**config.mk**
```make
export PLATFORM = sky130hd
export DESIGN_NAME = hamming_enc_stream
export DESIGN_NICKNAME = d
export VERILOG_FILES = /design/src/rtl/hamming_enc_stream.sv
export SDC_FILE = /design/constraint.sdc
export NUM_CORES = 1
export LEC_CHECK = 0
export BUFFER_PORTS_ARGS = -buffer_cell sky130_fd_sc_hd__buf_4
export CAP_MARGIN = 20
export CORE_AREA = 3 3 53 103
export DETAILED_ROUTE_END_ITERATION = 16
export DIE_AREA = 0 0 56 106
export HOLD_SLACK_MARGIN = 0.05
export PLACE_DENSITY = 0.58
export SYNTH_ARGS = -nofsm -noshare
export SYNTH_HDL_FRONTEND = slang
export SYNTH_SLANG_ARGS = --single-unit
export TNS_END_PERCENT = 30
```
**constraint.sdc**
```tcl
create_clock -name clk -period 1.79 [get_ports clk]
set_input_delay 0.0895 -clock clk [delete_from_list [all_inputs] [get_ports clk]]
set_output_delay 0.0895 -clock clk [all_outputs]
set_load 0.005 [all_outputs]
```
**src/rtl/hamming_enc_stream.sv**
```systemverilog
// hamming_enc_stream
// ------------------
// Pipelined Hamming encoder with valid/ready handshakes on both sides.
// Stage A captures the incoming data word. Stage B holds the finished
// codeword. Parity is computed combinationally from stage A on the
// A->B transfer. At most two words are buffered.
//
// Parameters
//   DATA_W  data bits per word (4..57)
//   P       parity bit count, smallest P with 2^P >= DATA_W+P+1
//   CODE_W  DATA_W+P, plus one overall parity bit when SECDED is enabled
//
// Ports
//   clk         rising-edge clock
//   rst         synchronous active-high reset
//   in_valid    producer has a word
//   in_ready    block accepts a word this cycle
//   in_data     data word
//   out_valid   codeword available
//   out_ready   consumer accepts codeword
//   out_code    codeword; position i lives in out_code[i-1]
//   out_parity  Hamming parity bits; bit k is position 2^k
//   enc_count   number of delivered codewords, wraps at 16 bits
//
// Build option
//   HAMMING_SECDED_EN  adds out_code[CODE_W-1], the even parity of all
//                      other codeword bits, for double-error detection.
module hamming_enc_stream #(
  parameter int DATA_W = 8,
  localparam int P = (DATA_W <= 4)  ? 3 :
                     (DATA_W <= 11) ? 4 :
                     (DATA_W <= 26) ? 5 : 6,
`ifdef HAMMING_SECDED_EN
  localparam int CODE_W = DATA_W + P + 1
`else
  localparam int CODE_W = DATA_W + P
`endif
) (
  input  logic              clk,
  input  logic              rst,
  input  logic              in_valid,
  output logic              in_ready,
  input  logic [DATA_W-1:0] in_data,
  output logic              out_valid,
  input  logic              out_ready,
  output logic [CODE_W-1:0] out_code,
  output logic [P-1:0]      out_parity,
  output logic [15:0]       enc_count
);

  localparam int DP = DATA_W + P;

  logic              a_valid;
  logic [DATA_W-1:0] a_data;
  logic              b_valid;
  logic [CODE_W-1:0] b_code;
  logic [P-1:0]      b_parity;

  logic              advance;
  logic              in_fire;
  logic              out_fire;
  logic [CODE_W-1:0] code_c;
  logic [P-1:0]      par_c;

  // Stage A may hand its word to B whenever B is empty or B is being
  // emptied in the same cycle; this out_ready path is what gives full
  // throughput.
  assign advance   = a_valid && (!b_valid || out_ready);
  assign in_ready  = !a_valid || advance;
  assign in_fire   = in_valid && in_ready;
  assign out_fire  = b_valid && out_ready;

  assign out_valid  = b_valid;
  assign out_code   = b_code;
  assign out_parity = b_parity;

  // Scatter the data bits over the non-power-of-two positions, then
  // fold each position into the parity bits selected by its index.
  // Parity positions are still zero during the fold, so they do not
  // contribute to their own parity.
  always_comb begin
    int di;
    code_c = '0;
    par_c  = '0;
    di     = 0;
    for (int pos = 1; pos <= DP; pos++) begin
      if ((pos & (pos - 1)) != 0) begin
        code_c[pos-1] = a_data[di];
        di++;
      end
    end
    for (int k = 0; k < P; k++) begin
      for (int pos = 1; pos <= DP; pos++) begin
        if ((pos & (1 << k)) != 0) begin
          par_c[k] = par_c[k] ^ code_c[pos-1];
        end
      end
    end
    for (int k = 0; k < P; k++) begin
      code_c[(1 << k) - 1] = par_c[k];
    end
`ifdef HAMMING_SECDED_EN
    code_c[CODE_W-1] = ^code_c[DP-1:0];
`endif
  end

  // Reset discards both stages; it takes priority over any handshake
  // seen in the same cycle.
  always_ff @(posedge clk) begin
    if (rst) begin
      a_valid   <= 1'b0;
      a_data    <= '0;
      b_valid   <= 1'b0;
      b_code    <= '0;
      b_parity  <= '0;
      enc_count <= 16'd0;
    end else begin
      if (in_fire) begin
        a_valid <= 1'b1;
        a_data  <= in_data;
      end else if (advance) begin
        a_valid <= 1'b0;
      end

      if (advance) begin
        b_valid  <= 1'b1;
        b_code   <= code_c;
        b_parity <= par_c;
      end else if (out_fire) begin
        b_valid <= 1'b0;
      end

      if (out_fire) begin
        enc_count <= enc_count + 16'd1;
      end
    end
  end

endmodule

```
==> results.toml, run 1 <==
[finish]
layoutNonFillerInstCount = 290
fillers = 494
diodes = 0
drive_gt1_share_pct = 24.7
nets = 248
multi_input_comb_area_um2 = 808
seq_area_um2 = 761
area_delta_synth_final_pct = 27.4

[global_routing]
grt_overflow = 0
grt_pass1_wl_um = 6290
grtUsageTotal_pct = 13.5
grt_pass1_vias = 1312
grt_max_degree = 22
antenna_found_initial = 0

[clocking]
post_cts_buffers = 0
cts.sink_count = 38
htreeDepth = 2
clk_latency_ns = 0.28
cts_resized = 0
cts_root_buf = "clkbuf_8"
cts_buffers = 5
path_clk_slew_ns = 0.07
cts_tree = "built"
hold_buffers = 0
clk_path_buf_depth = 2

[sta]
worst_slew_pin_slew_ns = 0.369
tns_ns = 0
finalMaxSlewViolations = 0
whs_ns = 0.0633
rsz0062_at_grt = "false"
finalHoldViolCount = 0
setup_violations = 0
fmax_ghz = 0.672
period_share_pct = 83.2
min_period_ns = 1.49
relSlewSlack_pct = 75.3
fin_skew_ns = 0.00551

[worst_setup_path]
critPathSlowestCell = "or4_1"
crit_type = "reg -> reg"
path_delay_family = "simple AND/OR/NAND/NOR gates"
critPathArrivalTime_ns = 1.71
crit_chain = "ha_1, nand3_2, or4_1, a21oi_1"
start_kind = "register"
cp_max_fo = 10
required_ns = 2.01
max_stage_delay_ns = 0.52
cp_num_buf_inv = 0
endpoint_kind = "register"

[placed_design]
hpwl_um = 2940
dp_cells = 283
place_congestion = 0.738
port_buffers = 45

[job]
max_cap_violations = 0

[floorplanning]
fp.dieW_um = 56
rows = 35
num_io_pins = 46
die_y_um = 106
design.core.area_um2 = 4730
initial_core_util_pct = 34.6
die-area_um2 = 5940

[synthesis]
synth_top_area_cell = "dfxtp_1"
ys_top_cells_by_area = "dfxtp_1 47%, nand2_1 8.3%, a21oi_1 8.0%, xnor2_1 6.4%, xor2_1 4.3%"
synth_top_area_share_pct = 46.6
synth_cell_types = 31
synth_seq_area_share_pct = 46.6
synth_fp_nets = 204
synth_area_um2 = 1630
syn_inst = 191
yosys_warnings = 0
synth_seq_cells = 38
synth.avg_cell_area_um2 = 8.56

[detailed_routing]
via_per_inst = 4.87
num_vias = 1412
first_pass_iters = 4
ant_nets = 0
wirelength_um = 3830
wl_per_cell_um = 13.2
drc = 0
drt_iter0_markers = 15

[pwr]
p_total_mw = 1.61
powerDensity_nw_per_um2 = 773
p_leak_nw = 0.827
vdd_ir_drop_max_v = 0.000553

[status]
status = "completed"

[worst_hold_path]
hold_path.class = "in -> reg"
[registers in the layout, summed over array words and instances, names as in the netlist]
name,flops
enc_count,16
out_code,9
a_data,8
out_parity,3
a_valid,1
out_valid,1
[area by class of cell]
class                           instances  share of cell area (%)
Clock buffer                            7                    3.67
Inverter                                2                   0.361
Multi-Input combinational cell        140                    38.8
Sequential cell                        38                    36.5
Tap cell                               55                    3.31
Timing Repair Buffer                   48                    17.3
[worst reg2reg max path, stage by stage, from the launching register on]
cell and delay [ns]:
dfxtp_1 0.41, ha_1 0.19, nand3_2 0.17, or4_1 0.52, a21oi_1 0.14
[final timing paths]
path | from | endpoint | slack, ns | depth (start not counted)
hold / removal | in_data[6] | a_data[6]$_SDFFE_PP0P_ | 0.06 | 3
setup / recovery | enc_count[0]$_SDFFE_PP0P_ | enc_count[12]$_SDFFE_PP0P_ | 0.30 | 4
hold reg to reg | out_code[9]$_SDFFE_PP0P_ | out_code[9]$_SDFFE_PP0P_ | 0.46 | 2
setup reg to reg | enc_count[0]$_SDFFE_PP0P_ | enc_count[12]$_SDFFE_PP0P_ | 0.30 | 4
[metal layers]
layer	vias up	GRT usage [%]	part of all wire (%)
li1	734	-	-
met1	640	13.0	36
met2	34	26.2	58
met3	4	2.79	4.8
met4	0	6.11	1.6
met5	-	0	0
[placed cells by master (no fill, tap or decap)]
cell type  netlist  layout
nand2_1         36      36
nand4_4          1       1
nand3b_1         1       1
clkbuf_8         0       5
nor4_1           2       2
nor3_1           3       3
xor2_1           8       8
and4_1           2       2
a21oi_1         26      26
buf_4            4      48
or3_1            2       2
nor2_1          13      13
a211oi_1         2       2
clkbuf_1         3       2
nand2b_1         2       2
inv_1            2       2
or4_1            1       1
or3_2            1       1
xnor2_1         12      12
a31o_2           1       1
nand3_2          1       1
o31ai_1          1       1
dfxtp_1         38      38
nand3_1         12      12
ha_1             1       1
nand4_1          6       6
o21ai_0          3       3
xnor3_1          1       1
and2_0           1       1
and4_2           1       1
[cells in the mapped netlist (all sizes together)]
cell    number
nand4        7
a211oi       2
or4          1
o21ai        3
inv          2
and4         3
clkbuf       3
a31o         1
o31ai        1
nand2       36
ha           1
dfxtp       38
nand2b       2
xnor2       12
nor2        13
xor2         8
buf          8
nand3b       1
nor4         2
nand3       13
or3          3
a21oi       26
xnor3        1
and2         1
nor3         3
[cell families (layout without fill, tap and decap cells)]
group           Yosys count  in the layout  share of synthesized area, %
xor+xnor                 21             21                          12.1
fa+ha+maj                 1              1                         0.766
buf+inv                  13             57                          3.98
simple gates             85             85                          25.8
compound gates           33             33                          10.8
flops                    38             38                          46.6
[through the flow]
stage / utilization (%) / worst slack [ns] / cell area [µm²]
2_1_floorplan: - / 0.408 / 1630
3_3_place_gp: 42.4 / 0.324 / 2010
3_5_place_dp: 42.4 / 0.306 / 2010
4_1_cts: 44.0 / 0.303 / 2080
5_1_grt: 44.0 / 0.129 / 2080
6_report: 44.0 / 0.301 / 2080
[where the power goes]
group          internal (mW)  total, mW  switching [mW]
sequential             0.871      0.900          0.0288
combinational         0.0891      0.164          0.0748
clock                  0.268      0.545           0.277
total                   1.23       1.61           0.381
Power figures use the tool's default switching activity.
==> inputs of run 2 (changes only) <==
==> constraint.sdc (replaced) <==
create_clock -name clk -period 1.5 [get_ports clk]
set_input_delay 0.075 -clock clk [delete_from_list [all_inputs] [get_ports clk]]
set_output_delay 0.075 -clock clk [all_outputs]
set_load 0.005 [all_outputs]
==> run 2 against run 1 <==
Sequential power up 19%. Sequential cell count unchanged. Clock-buffer cell count unchanged. Setup slack worse by 0.20 ns. Utilization up 4.1 points. Via count up 7.9%. Worst hold slack worse by 0.014 ns. Total power up 25%. Routed wire length up 5.3%.
==> results.toml, run 2 (synthesis gave the netlist of run 1 again) <==
[status]
status = "completed"

[sta]
relSlewSlack_pct = 75.6
worst_slew_pin_slew_ns = 0.365
rsz0062_at_grt = "true"
period_share_pct = 93.4
fin_skew_ns = 0.00582
fmax_ghz = 0.713
layout_setup_ws_ns = 0.0983
min_period_ns = 1.40
tns_ns = 0
finalMaxSlewViolations = 0
whs_ns = 0.0495
finalHoldViolCount = 0
setup_violations = 0

[global_routing]
grt_pass1_vias = 1489
grt_max_degree = 24
grt_pass1_wl_um = 6840
grt_overflow = 0
antenna_found_initial = 0
grtUsageTotal_pct = 14.6

[clocking]
cts_tree = "built"
cts_root_buf = "clkbuf_8"
clk_path_buf_depth = 2
path_clk_slew_ns = 0.08
htreeDepth = 2
cts_buffers = 5
clk_latency_ns = 0.28
post_cts_buffers = 0
cts.sink_count = 38

[detailed_routing]
drt_iter0_markers = 25
drc = 0
wirelength_um = 4030
num_vias = 1524
wl_per_cell_um = 12.9
ant_nets = 0
via_per_inst = 4.88
first_pass_iters = 4

[finish]
fillers = 481
layout.cells.most_common = "buf_4"
area_delta_synth_final_pct = 39.4
multi_input_comb_area_um2 = 815
layoutNonFillerInstCount = 312
largest_reg_flops = 16
drive_gt1_share_pct = 30.0
seq_area_um2 = 762
regMostFlops = "enc_count"
diodes = 0
most-common-layout-cells = "63 x buf_4, 37 x dfxtp_1, 36 x nand2_1"
fin_area_um2 = 2280
utilization_pct = 48.1
nets = 269

[placed_design]
place_area_um2 = 2120
place_congestion = 0.773
hpwl_um = 3110
port_buffers = 45
dp_cells = 298
place_worst_setup_slack_ns = 0.0462

[worst_setup_path]
endpoint_kind = "register"
critPathArrivalTime_ns = 1.58
cp_max_fo = 9
regToRegEndpoint = "enc_count[15]$_SDFFE_PP0P_"
required_ns = 1.68
crit_start = "enc_count[3]$_SDFFE_PP0P_"
start_kind = "register"
rr_startpoint = "enc_count[3]$_SDFFE_PP0P_"
critical_path.endpoint = "enc_count[15]$_SDFFE_PP0P_"
r2r_cells = 4
rrSetupSlack_ns = 0.1
crit_type = "reg -> reg"

[floorplanning]
design.core.area_um2 = 4730
initial_core_util_pct = 34.6
fp.dieW_um = 56
rows = 35
die-area_um2 = 5940
num_io_pins = 46
die_y_um = 106

[worst_hold_path]
hold_path.class = "in -> reg"

[pwr]
p_total_mw = 2.02
vdd_ir_drop_max_v = 0.000692
powerDensity_nw_per_um2 = 886
p_leak_nw = 0.942

[job]
max_cap_violations = 0
run 2: area by class of cell:
type / count / area share (%)
Multi-Input combinational cell: 140 / 35.8
Sequential cell: 38 / 33.5
Timing Repair Buffer: 69 / 23.4
Clock buffer: 7 / 3.79
Tap cell: 55 / 3.02
Inverter: 2 / 0.330
Clock inverter: 1 / 0.220
run 2: where the power goes:
| part | internal [mW] | total (mW) | switching, mW |
|---|---|---|---|
| logic | 0.124 | 0.223 | 0.0995 |
| clock network | 0.371 | 0.726 | 0.355 |
| registers | 1.04 | 1.07 | 0.0295 |
| total | 1.53 | 2.02 | 0.484 |
run 2: worst min path at each step:
stage / depth (start not counted) / start / slack, ns / to
2_1_floorplan: 2 / in_data[0] / 0.22 / a_data[0]$_SDFFE_PP0P_
5_1_grt: 3 / in_data[5] / 0.06 / a_data[5]$_SDFFE_PP0P_
6_report: 3 / in_data[5] / 0.05 / a_data[5]$_SDFFE_PP0P_
4_1_cts: 3 / in_data[3] / 0.05 / a_data[3]$_SDFFE_PP0P_
3_5_place_dp: 3 / in_data[7] / 0.35 / a_data[7]$_SDFFE_PP0P_
3_3_place_gp: 3 / in_data[2] / 0.35 / a_data[2]$_SDFFE_PP0P_
run 2: timing repair:
action                                 CTS  global route
resized for setup                        0             2
setup endpoints to repair                0             3
hold buffers                             6             0
endpoints found under the hold margin    6             0
run 2: metal layers:
metal	track usage, %	share of wire (%)
met1	13.0	34
met2	29.0	57
met3	2.79	4.8
met4	7.98	3.8
met5	0	0
run 2: critical path, stage by stage, from the launching register on:
cell,delay (ns)
dfxtp_1,0.42
nand4_4,0.19
nor4_2,0.36
a21oi_1,0.11
a31o_2,0.22
==> inputs of run 3 (changes only) <==
--- a/config.mk
+++ b/config.mk
@@ -7,11 +7,11 @@
 export LEC_CHECK = 0
 export BUFFER_PORTS_ARGS = -buffer_cell sky130_fd_sc_hd__buf_4
 export CAP_MARGIN = 20
-export CORE_AREA = 3 3 53 103
+export CORE_AREA = 3 3 57 111
 export DETAILED_ROUTE_END_ITERATION = 16
-export DIE_AREA = 0 0 56 106
+export DIE_AREA = 0 0 60 114
 export HOLD_SLACK_MARGIN = 0.05
-export PLACE_DENSITY = 0.58
+export PLACE_DENSITY = 0.51
 export SYNTH_ARGS = -nofsm -noshare
 export SYNTH_HDL_FRONTEND = slang
 export SYNTH_SLANG_ARGS = --single-unit
==> constraint.sdc (replaced) <==
create_clock -name clk -period 1.5 [get_ports clk]
set_input_delay 0.15 -clock clk [delete_from_list [all_inputs] [get_ports clk]]
set_output_delay 0.15 -clock clk [all_outputs]
set_load 0.005 [all_outputs]
==> run 3 against run 2 <==
Worst hold slack improved by 0.068 ns. Setup slack improved by 0.0032 ns. Non-clock buffer count decreased by 7. Critical path depth unchanged. Via count down 2.6%. Sequential cell count did not move. Cell area fell by 2.6%. Clock power decreased by 8.0%. Total power shrank 3.5%. Die area up 15%. Combinational power down 5%.
==> results.toml, run 3 (synthesis gave the netlist of run 1 again) <==
[pwr]
intPower_mw = 1.47
vdd_ir_drop_max_v = 0.000611
p_leak_nw = 0.902
pwr-share-clk_pct = 34.3
power_frac_comb_pct = 10.8
p_total_mw = 1.95
seqPwrFrac_pct = 54.9
p_sw_uw = 479
swShare_pct = 24.6
powerDensity_nw_per_um2 = 878

[clocking]
htreeDepth = 2
cts.sink_count = 38
cts_tree = "built"
post_cts_buffers = 0
cts_root_buf = "clkbuf_8"
clk_path_buf_depth = 2
path_clk_slew_ns = 0.08
clk_latency_ns = 0.28
cts_buffers = 5

[sta]
layout_setup_ws_ns = 0.101
finalMaxSlewViolations = 0
worst_slew_pin_slew_ns = 0.384
min_period_ns = 1.40
setup_violations = 0
rsz0062_at_grt = "false"
finalHoldViolCount = 0
whs_ns = 0.118
period_share_pct = 93.2
fmax_ghz = 0.715
tns_ns = 0
fin_skew_ns = 0.0107
relSlewSlack_pct = 74.3

[global_routing]
grt_max_degree = 24
antenna_found_initial = 0
grt_pass1_vias = 1458
grt_overflow = 0
grt_pass1_wl_um = 6670
grtUsageTotal_pct = 12.9

[floorplanning]
fp.dieW_um = 60
rows = 38
num_io_pins = 46
design.core.area_um2 = 5520
initial_core_util_pct = 29.6
die-area_um2 = 6840
die_y_um = 114

[finish]
drive_gt1_share_pct = 30.9
layout.cells.most_common = "buf_4"
most-common-layout-cells = "62 x buf_4, 36 x nand2_1, 36 x dfxtp_1"
largest_reg_flops = 16
diodes = 0
layoutNonFillerInstCount = 309
nets = 262
area_delta_synth_final_pct = 35.7
fillers = 586
regMostFlops = "enc_count"

[placed_design]
place_worst_setup_slack_ns = 0.0577
dp_cells = 302
place_congestion = 0.793
hpwl_um = 3250
port_buffers = 45

[detailed_routing]
drt_iter0_markers = 33
via_per_inst = 4.81
wl_per_cell_um = 13.3
drc = 0
ant_nets = 0
first_pass_iters = 4
wirelength_um = 4120
num_vias = 1485

[worst_setup_path]
start_kind = "register"
max_stage_delay_ns = 0.42
critPathArrivalTime_ns = 1.59
required_ns = 1.70
endpoint_kind = "register"
critPathSlowestCell = "or3_2"
crit_chain = "ha_1, nand3_4, or3_2, a21oi_1"
cp_max_fo = 10
crit_type = "reg -> reg"

[status]
status = "completed"

[worst_hold_path]
hold_path.class = "in -> reg"

[job]
max_cap_violations = 0
-- run 3: through the flow --
stage                     area [µm²]  utilization [%]
after floorplan                 1630                -
after global placement          2120             38.4
after detailed placement        2120             38.4
after CTS                       2200             39.9
after global routing            2220             40.2
final                           2220             40.2
-- run 3: worst max-delay path: cells and delay by family, from the launching register on --
kind | cells | cell delay, ns
AO/OA/AOI/OAI | 1 | 0.20
adder cells (fa/ha/maj) | 1 | 0.20
flip-flops | 1 | 0.37
AND/OR/NAND/NOR | 2 | 0.55
-- run 3: metal layers --
metal  vias to the layer above  GRT usage (%)  share of wire (%)
li1                        765              -                  -
met1                       668           12.0                 35
met2                        41           24.3                 57
met3                        11           3.17                4.9
met4                         0           6.36                3.1
met5                         -              0                  0
-- run 3: power by group through the flow --
stage	registers (mW)	logic, mW	clock network, mW
floorplan	1.09	0.125	0
global placement	1.09	0.212	0
detailed placement	1.09	0.212	0
CTS	1.07	0.214	0.694
global route	1.07	0.236	0.740
finish	1.07	0.211	0.668
-- run 3: final timing paths --
path	startpoint	to	slack [ns]	cells past startpoint
min reg2reg	out_code[10]$_SDFFE_PP0P_	out_code[10]$_SDFFE_PP0P_	0.46	2
max	enc_count[1]$_SDFFE_PP0P_	enc_count[6]$_SDFFE_PP0P_	0.10	4
max reg2reg	enc_count[1]$_SDFFE_PP0P_	enc_count[6]$_SDFFE_PP0P_	0.10	4
min	in_data[4]	a_data[4]$_SDFFE_PP0P_	0.12	3
-- run 3: layout make-up --
type / instances / area (µm²) / area share (%)
inverter: 2 / 7.51 / 0.339
multi-input combinational: 140 / 822 / 37.1
sequential: 38 / 763 / 34.4
tap: 60 / 75.1 / 3.39
clock buffer: 5 / 68.8 / 3.10
timing repair buffer: 62 / 465 / 21.0
clock inverter: 2 / 15.0 / 0.677
-- run 3: timing repair --
item	4_1_cts	5_1_grt
resized for setup	0	4
hold buffers	0	0
endpoints found under the setup margin	0	5
